--- config.mk ---
export PLATFORM = sky130hd
export DESIGN_NAME = phase_sequencer
export DESIGN_NICKNAME = d
export VERILOG_FILES = /design/src/rtl/phase_sequencer_pkg.sv /design/src/rtl/phase_sequencer_phase_counter.sv /design/src/rtl/phase_sequencer.sv
export SDC_FILE = /design/constraint.sdc
export NUM_CORES = 1
export LEC_CHECK = 0
export ABC_AREA = 1
export CORE_MARGIN = 2
export CORE_UTILIZATION = 32
export DETAILED_ROUTE_END_ITERATION = 10
export PLACE_DENSITY = 0.57
export RECOVER_POWER = 25
export SLEW_MARGIN = 15
export SYNTH_ARGS = -nofsm -noshare
export SYNTH_HDL_FRONTEND = slang
export SYNTH_SLANG_ARGS = --single-unit
--- constraint.sdc ---
create_clock -name CLK -period 1.97 [get_ports CLK]
set_input_delay 0.394 -clock CLK [delete_from_list [all_inputs] [get_ports CLK]]
set_output_delay 0.394 -clock CLK [all_outputs]
set_load 0.05 [all_outputs]
--- src/rtl/phase_sequencer_pkg.sv ---
// Shared types and defaults for the phase sequencer and its phase counter.
// Latency: none (declarations only).
// Backpressure: n/a.
package phase_sequencer_pkg;

  // Sequencer states. The encodings are fixed because the debug front panel decodes them.
  typedef enum logic [1:0] {
    S_HALT = 2'd0,
    S_RUN  = 2'd1,
    S_STEP = 2'd2
  } seq_state_t;

  // Classic FT/DC/EX/WB machine.
  localparam int DEF_NUM_PHASES = 4;

endpackage

--- src/rtl/phase_sequencer_phase_counter.sv ---
// Wrapping mod-NUM_PHASES index counter with enable and wrap flag.
// Latency: idx advances on the clock edge where en=1; wrap is combinational.
// Backpressure: en=0 holds idx (the caller applies stall/halt through en).
// Ports: CLK, RESET_N (async active-low), en (advance), idx (current index),
//        wrap (en while idx is the last phase, i.e. this edge returns idx to 0).
module phase_counter
  import phase_sequencer_pkg::*;
#(
  parameter int NUM_PHASES = DEF_NUM_PHASES,
  parameter int IDX_W      = 2
) (
  input  logic             CLK,
  input  logic             RESET_N,
  input  logic             en,
  output logic [IDX_W-1:0] idx,
  output logic             wrap
);

  logic last;

  assign last = (idx == IDX_W'(NUM_PHASES - 1));
  assign wrap = en & last;

  always_ff @(posedge CLK or negedge RESET_N) begin
    if (!RESET_N) begin
      idx <= '0;
    end else if (en) begin
      idx <= last ? '0 : idx + IDX_W'(1);
    end
  end

endmodule

--- src/rtl/phase_sequencer.sv ---
// One-hot CPU phase-enable generator with stall, halt-at-boundary, single-step and cycle count.
// Latency: a phase appears on PHASE one clock after its index is current on PHASE_IDX.
// Backpressure: STALL freezes phase, index, state and count; halts wait for the cycle boundary.
// Ports: CLK, RESET_N (async active-low); RUN (level), STEP (pulse), STALL (hold);
//        PHASE (registered one-hot), PHASE_IDX (next phase), CYCLE_END (last phase, not stalled),
//        HALTED (registered), CYCLE_CNT (instruction cycles started, wraps).
module phase_sequencer
  import phase_sequencer_pkg::*;
#(
  parameter int NUM_PHASES    = DEF_NUM_PHASES,
  parameter int IDX_W         = 2,
  parameter int CNT_W         = 16,
  parameter int START_RUNNING = 1
) (
  input  logic                  CLK,
  input  logic                  RESET_N,
  input  logic                  RUN,
  input  logic                  STEP,
  input  logic                  STALL,
  output logic [NUM_PHASES-1:0] PHASE,
  output logic [IDX_W-1:0]      PHASE_IDX,
  output logic                  CYCLE_END,
  output logic                  HALTED,
  output logic [CNT_W-1:0]      CYCLE_CNT
);

  seq_state_t state;
  logic       step_done;  // STEP state has issued its last phase
  logic       is_zero;
  logic       wrap;
  logic       start;      // HALT -> RUN/STEP, issuing phase 0 on the same edge
  logic       leave;      // active state returns to HALT at this boundary
  logic       issue;

  phase_counter #(
    .NUM_PHASES (NUM_PHASES),
    .IDX_W      (IDX_W)
  ) u_phase_counter (
    .CLK     (CLK),
    .RESET_N (RESET_N),
    .en      (issue),
    .idx     (PHASE_IDX),
    .wrap    (wrap)
  );

  assign is_zero   = (PHASE_IDX == '0);
  assign CYCLE_END = PHASE[NUM_PHASES-1] & ~STALL;

  always_comb begin
    start = 1'b0;
    leave = 1'b0;
    issue = 1'b0;
    case (state)
      S_HALT: begin
        // STALL is deliberately ignored while halted.
        start = RUN | STEP;
        issue = start;
      end
      S_RUN: begin
        leave = is_zero & ~RUN;
        issue = ~STALL & ~leave;
      end
      S_STEP: begin
        // A step always completes back to HALT, even if RUN rose meanwhile;
        // RUN is only resampled once halted.
        leave = step_done;
        issue = ~STALL & ~leave;
      end
      default: begin
        issue = 1'b0;
      end
    endcase
  end

  always_ff @(posedge CLK or negedge RESET_N) begin
    if (!RESET_N) begin
      state     <= (START_RUNNING != 0) ? S_RUN : S_HALT;
      HALTED    <= (START_RUNNING == 0);
      PHASE     <= '0;
      CYCLE_CNT <= '0;
      step_done <= 1'b0;
    end else begin
      case (state)
        S_HALT: begin
          if (RUN) begin
            state  <= S_RUN;
            HALTED <= 1'b0;
          end else if (STEP) begin
            state     <= S_STEP;
            HALTED    <= 1'b0;
            step_done <= 1'b0;
          end
        end
        S_RUN, S_STEP: begin
          if (!STALL && leave) begin
            state  <= S_HALT;
            HALTED <= 1'b1;
            PHASE  <= '0;
          end
        end
        default: begin
          state  <= S_HALT;
          HALTED <= 1'b1;
          PHASE  <= '0;
        end
      endcase

      if (issue) begin
        PHASE <= NUM_PHASES'(1) << PHASE_IDX;
        if (is_zero) begin
          CYCLE_CNT <= CYCLE_CNT + CNT_W'(1);
        end
      end

      // Only a wrap issued inside STEP marks the single cycle as complete.
      if (state == S_STEP && wrap) begin
        step_done <= 1'b1;
      end
    end
  end

endmodule

==> results of run 1 <==
[metrics by stage]
step           setup WS (ns)  cells  util (%)  instance area [µm²]
5_1_grt               0.0184    314      41.5                 1970
3_5_place_dp           0.184    310      40.4                 1920
6_report              0.0676    314      41.5                 1970
3_3_place_gp           0.212    310      40.4                 1920
2_1_floorplan          0.219    215         -                 1590
4_1_cts               0.0447    314      41.5                 1970
[flip-flops by register name, summed over array words and instances (netlist names)]
signal,count
CYCLE_CNT,16
PHASE,4
state,2
u_phase_counter.idx,2
HALTED,1
step_done,1
[layout make-up]
| cell class | count | share of cell area [%] |
|---|---|---|
| Multi-Input combinational cell | 165 | 42.0 |
| Sequential cell | 26 | 33.0 |
| Timing Repair Buffer | 31 | 13.9 |
| Tap cell | 67 | 4.25 |
| Inverter | 21 | 3.99 |
| Clock buffer | 4 | 2.79 |
[how the worst min path moves through the flow]
stage                         start      endpoint  slack [ns]  cells past startpoint
after global placement       HALTED        HALTED        0.46                      2
after detailed placement  step_done     step_done        0.47                      2
after global routing       state[0]      state[0]        0.52                      2
final                     step_done     step_done        0.49                      2
after floorplan             RESET_N  CYCLE_CNT[0]         0.1                      0
after CTS                 step_done     step_done        0.49                      2
[layout by cell type, fill, tap and decap left out]
cell type,instances
buf_4,17
nand3_2,3
clkbuf_8,4
clkdlybuf4s50_1,10
or2_0,1
nor2_2,4
nand2_2,4
nand3b_1,1
nor2_1,16
inv_1,17
inv_2,4
xnor2_1,7
ha_1,9
nor2_4,1
clkbuf_2,1
nand4_1,6
o21ai_2,1
dfrtp_1,25
nand2_1,93
nand3_1,13
dfstp_2,1
dlygate4sd3_1,1
buf_12,1
dlymetal6s2s_1,1
o21ai_1,5
o21ai_0,1
[power breakdown]
part | total, mW | internal [mW] | leakage, nW | switching, mW
Combinational | 1.20 | 0.385 | 0.615 | 0.817
Clock | 0.351 | 0.179 | 0.0288 | 0.172
Sequential | 0.803 | 0.662 | 0.345 | 0.141
Total | 2.36 | 1.23 | 0.989 | 1.13
[cell families after synthesis]
logic type	share of synthesized area, %
simple gates	38.9
flops	41.1
buf+inv	6.62
fa+ha+maj	7.10
xor+xnor	3.86
compound gates	2.44
[per-layer routing]
layer / track usage [%] / vias up
met4: 3.57 / 0
met1: 19.8 / 623
met2: 20.5 / 15
met3: 1.63 / 4
met5: 0 / -
li1: - / 733
==> results.cfg, run 1 <==
[timing]
tightestPinTransition_ns = 0.659
finalHoldViolCount = 0
timing.hold.ws_ns = 0.492
maxSlewHeadroom_pct = 56.0
grt_setup_unrepaired = false
final_max_slew_viol_count = 0
setup_tns_ns = 0
final_min_period_over_clock_period_pct = 96.6
report.final.setup_viol = 0
finalWorstPathRequiredPeriod_ns = 1.90
finClkSkew_ns = 0.00457
clock.fmax_ghz = 0.526

[floorplan]
floorplan.die.width_um = 74.4
io_pins = 29
core-area_um2 = 4750
floorplan.initialDensity_pct = 33.4
std_cell_rows = 25
design.die.area_um2 = 5540
die_height_um = 74.4

[power_and_ir_drop]
power.density_nw_per_um2 = 1190
leakagePower_nw = 0.989
vdd.ir_drop.worst_uv = 630
fin_total_pwr_mw = 2.36

[clocking]
number_of_buffers_on_the_longest_clock_path = 2
cts_hold_repair.buffers = 0
clock_tree.root_cell = clkbuf_8
post_cts.repair.setup_buffers = 0
cts_sinks = 26
tritoncts_clock_tree = done
cts_buffers = 3
clk-insertion-delay-late_ns = 0.27
htree_num_levels = 1
worst_setup_hold_path_clk_slew_ns = 0.09
cts_resized = 0

[critical_path]
timing.critical_path.fanout_max = 4
reg2reg_from = state[0]
crit_buf_inv = 1
logic_depth_of_the_worst_register_to_register_path = 10
cpLargestDelayFamily = buffers and inverters
timing.critical_path.to_type = output pin
timing.critical_path.required_ns = 1.58
cp-start-kind = flop
criticalPathCategory = reg -> out
timing.critical_path.to = PHASE_IDX[1]
reg2reg_to = CYCLE_CNT[6]
cp_data_arrival_time_ns = 1.51
crit_slowest_cell = clkdlybuf4s50_1
series_of_cell_instances_along_the_critical_path = clkdlybuf4s50_1
critical_path.startpoint = u_phase_counter.idx[1]
critical_path_depth = 1
critical-path-max-stage-delay_ns = 0.82
timing.reg2reg.setup_slack_ns = 0.21

[global_routing]
globalRoute.totalOverflow = 0
grt_first_pass_wirelength_um = 5760
antenna_violations_before_repair = 0
grt.total_usage_pct = 13.3
grt_pass1_vias = 1246
grt_max_degree = 27

[synth]
ys_seq_elements = 26
yosys_warning_total = 0
avgSynthCellArea_um2 = 7.38
cell_type_contributing_the_most_total_cell_area_after_synthesis = dfrtp_1
mappedNetlistArea_um2 = 1590
ys_dominant_reg_cell = dfrtp_1
post_syn_nets = 229
postSynthCellCount = 215
yosys.area.top_type_share_pct = 39.4
synth.lib_cells_used.distinct = 21
synth-async-reset-ratio_pct = 100
synthTopCellsByCount = nand2_1 (93), dfrtp_1 (25), inv_1 (17)
dominant_cell_by_count_in_the_synthesized_netlist = nand2_1
synth_sequential_area_ratio_pct = 41.1
post_synth_edffs = 0
synthTopCellsByArea = dfrtp_1 (39%), nand2_1 (22%), ha_1 (7.1%), nand3_1 (4.1%), inv_1 (4.0%)

[drt]
route.detailed.drc = 0
detail_route.wirelength_um = 3280
drt-initial-drc-count = 58
dr_total_vias = 1375
final_antenna_net_count = 0
detail_route.wirelength.met1_um = 1710
wl_met2_um = 1440
route.met3.wl_um = 79
avgViaCountPerCell = 4.38
drt_pass1_iterations = 4
route.top_layer_used = met4
routedWlPerCell_um = 10.4

[layout]
final_layout_size_suffix_gt1_share_pct = 16.6
syn2layout_area_growth_pct = 24.4
antenna_cells = 0
sequential_cell_area_um2 = 652
finish.net_count = 262
n_fill_cell = 517
multiInputGateArea_um2 = 830

[run_status]
outcome = finished, final reports clean

[job]
cap_viol_max_count = 0

[worst_hold_path]
worst_hold_path_type = reg -> reg

[placement]
routabilityCongestion = 0.785
port_buffers = 28
dp_hpwl_um = 2540
Power figures use the tool's default switching activity.
==> run 2, diff against run 1 <==
--- a/config.mk
+++ b/config.mk
@@ -6,7 +6,7 @@
 export NUM_CORES = 1
 export LEC_CHECK = 0
 export ABC_AREA = 1
-export CORE_MARGIN = 2
+export CORE_MARGIN = 3
 export CORE_UTILIZATION = 32
 export DETAILED_ROUTE_END_ITERATION = 10
 export PLACE_DENSITY = 0.57
==> run 2 against run 1 <==
Global-route usage down 1.1 points. Critical path depth unchanged. Wire length up 4.9%. Via count down 0.87%. First-iteration DRC count down 28%. Flip-flop and latch count unchanged. Core utilization up 1.5 points. Die area up 5.4%. Maximum frequency about the same. Sequential share of layout area up 0.17 points. Worst setup slack worse by 0.0016 ns. Final cell count down 0.64%. Critical endpoint unchanged. Largest cell class unchanged.
==> results.cfg, run 2 (synthesis gave the netlist of run 1 again) <==
[run_status]
outcome = finished, final reports clean

[critical_path]
timing.critical_path.required_ns = 1.58
critical-path-max-stage-delay_ns = 0.82
crit_buf_inv = 1
criticalPathCategory = reg -> out
cpLargestDelayFamily = buffers and inverters
series_of_cell_instances_along_the_critical_path = clkdlybuf4s50_1
timing.critical_path.to_type = output pin
timing.critical_path.fanout_max = 4
cp_data_arrival_time_ns = 1.51
cp-start-kind = flop
crit_slowest_cell = clkdlybuf4s50_1

[job]
cap_viol_max_count = 0

[global_routing]
grt_pass1_vias = 1225
grt_max_degree = 27
globalRoute.totalOverflow = 0
grt_first_pass_wirelength_um = 5810
antenna_violations_before_repair = 0
grt.total_usage_pct = 12.2

[clocking]
number_of_buffers_on_the_longest_clock_path = 2
clock_tree.root_cell = clkbuf_8
cts_hold_repair.buffers = 0
cts_buffers = 3
post_cts.repair.setup_buffers = 0
tritoncts_clock_tree = done
clk-insertion-delay-late_ns = 0.27
htree_num_levels = 1
cts_sinks = 26
cts_resized = 0
worst_setup_hold_path_clk_slew_ns = 0.09

[layout]
max_flop_register = CYCLE_CNT
antenna_cells = 0
sequential_cell_area_um2 = 652
final_cell_count_no_fill = 312
leading_cell_type_in_the_layout_fill_and_taps_excluded = nand2_1
finish.net_count = 262
final_layout_size_suffix_gt1_share_pct = 17.4
highest_count_cells_in_the_layout_ignoring_fill_and_taps = nand2_1 (93), dfrtp_1 (25), buf_4 (19)
multiInputGateArea_um2 = 830
syn2layout_area_growth_pct = 23.8
largest_registers = CYCLE_CNT x16, PHASE x4
n_fill_cell = 514
largest_register_ff_count = 16

[placement]
placed_cells = 308
port_buffers = 28
routabilityCongestion = 0.761
dp_hpwl_um = 2590

[drt]
drt-initial-drc-count = 42
route.detailed.drc = 0
detail_route.wirelength_um = 3440
final_antenna_net_count = 0
avgViaCountPerCell = 4.37
routedWlPerCell_um = 11.0
drt_pass1_iterations = 4
dr_total_vias = 1363

[timing]
final_min_period_over_clock_period_pct = 96.7
clock.fmax_ghz = 0.525
setup_tns_ns = 0
report.final.setup_viol = 0
finalHoldViolCount = 0
finClkSkew_ns = 0.00216
tightestPinTransition_ns = 0.674
final_max_slew_viol_count = 0
finalWorstPathRequiredPeriod_ns = 1.90
grt_setup_unrepaired = false
maxSlewHeadroom_pct = 55.1

[floorplan]
std_cell_rows = 24
core-area_um2 = 4560
design.die.area_um2 = 5840
die_height_um = 76.4
floorplan.die.width_um = 76.4
floorplan.initialDensity_pct = 34.8
io_pins = 29

[power_and_ir_drop]
leakagePower_nw = 0.974
vdd.ir_drop.worst_uv = 591
power.density_nw_per_um2 = 1200
fin_total_pwr_mw = 2.36

[worst_hold_path]
worst_hold_path_type = reg -> reg
[run 2: per-stage QoR]
step	setup slack (ns)	hold slack (ns)	utilization, %	area, µm²
after CTS	0.0525	0.495	43.1	1970
after detailed placement	0.184	0.472	41.9	1910
after global placement	0.213	0.458	41.9	1910
final	0.0660	0.495	43.0	1960
after global routing	0.0223	0.524	43.0	1960
after floorplan	0.219	0.0984	-	1590
[run 2: metal layers]
layer	share of wire [%]	track usage, %
met5	0	0
met4	1.5	5.62
met3	3.3	2.13
met2	43	18.2
met1	52	17.2
[run 2: final cells by class]
| type | instances | share of cell area (%) |
|---|---|---|
| Sequential cell | 26 | 33.2 |
| Multi-Input combinational cell | 165 | 42.2 |
| Inverter | 21 | 4.01 |
| Tap cell | 65 | 4.14 |
| Clock buffer | 4 | 2.80 |
| Timing Repair Buffer | 31 | 13.6 |
[run 2: final timing paths]
check	end	from	slack, ns	cells after the start
max	PHASE_IDX[1]	u_phase_counter.idx[1]	0.07	1
min	step_done	step_done	0.50	2
max reg2reg	CYCLE_CNT[11]	state[0]	0.21	11
min reg2reg	step_done	step_done	0.50	2
max in group asynchronous	HALTED	RESET_N	0.86	2
min in group asynchronous	PHASE[1]	RESET_N	0.67	2
[run 2: report_power, final]
| group | switching (mW) | leakage, nW | internal [mW] | total (mW) |
|---|---|---|---|---|
| registers | 0.141 | 0.345 | 0.662 | 0.803 |
| logic | 0.815 | 0.600 | 0.384 | 1.20 |
| clock network | 0.176 | 0.0288 | 0.179 | 0.355 |
| total | 1.13 | 0.974 | 1.22 | 2.36 |
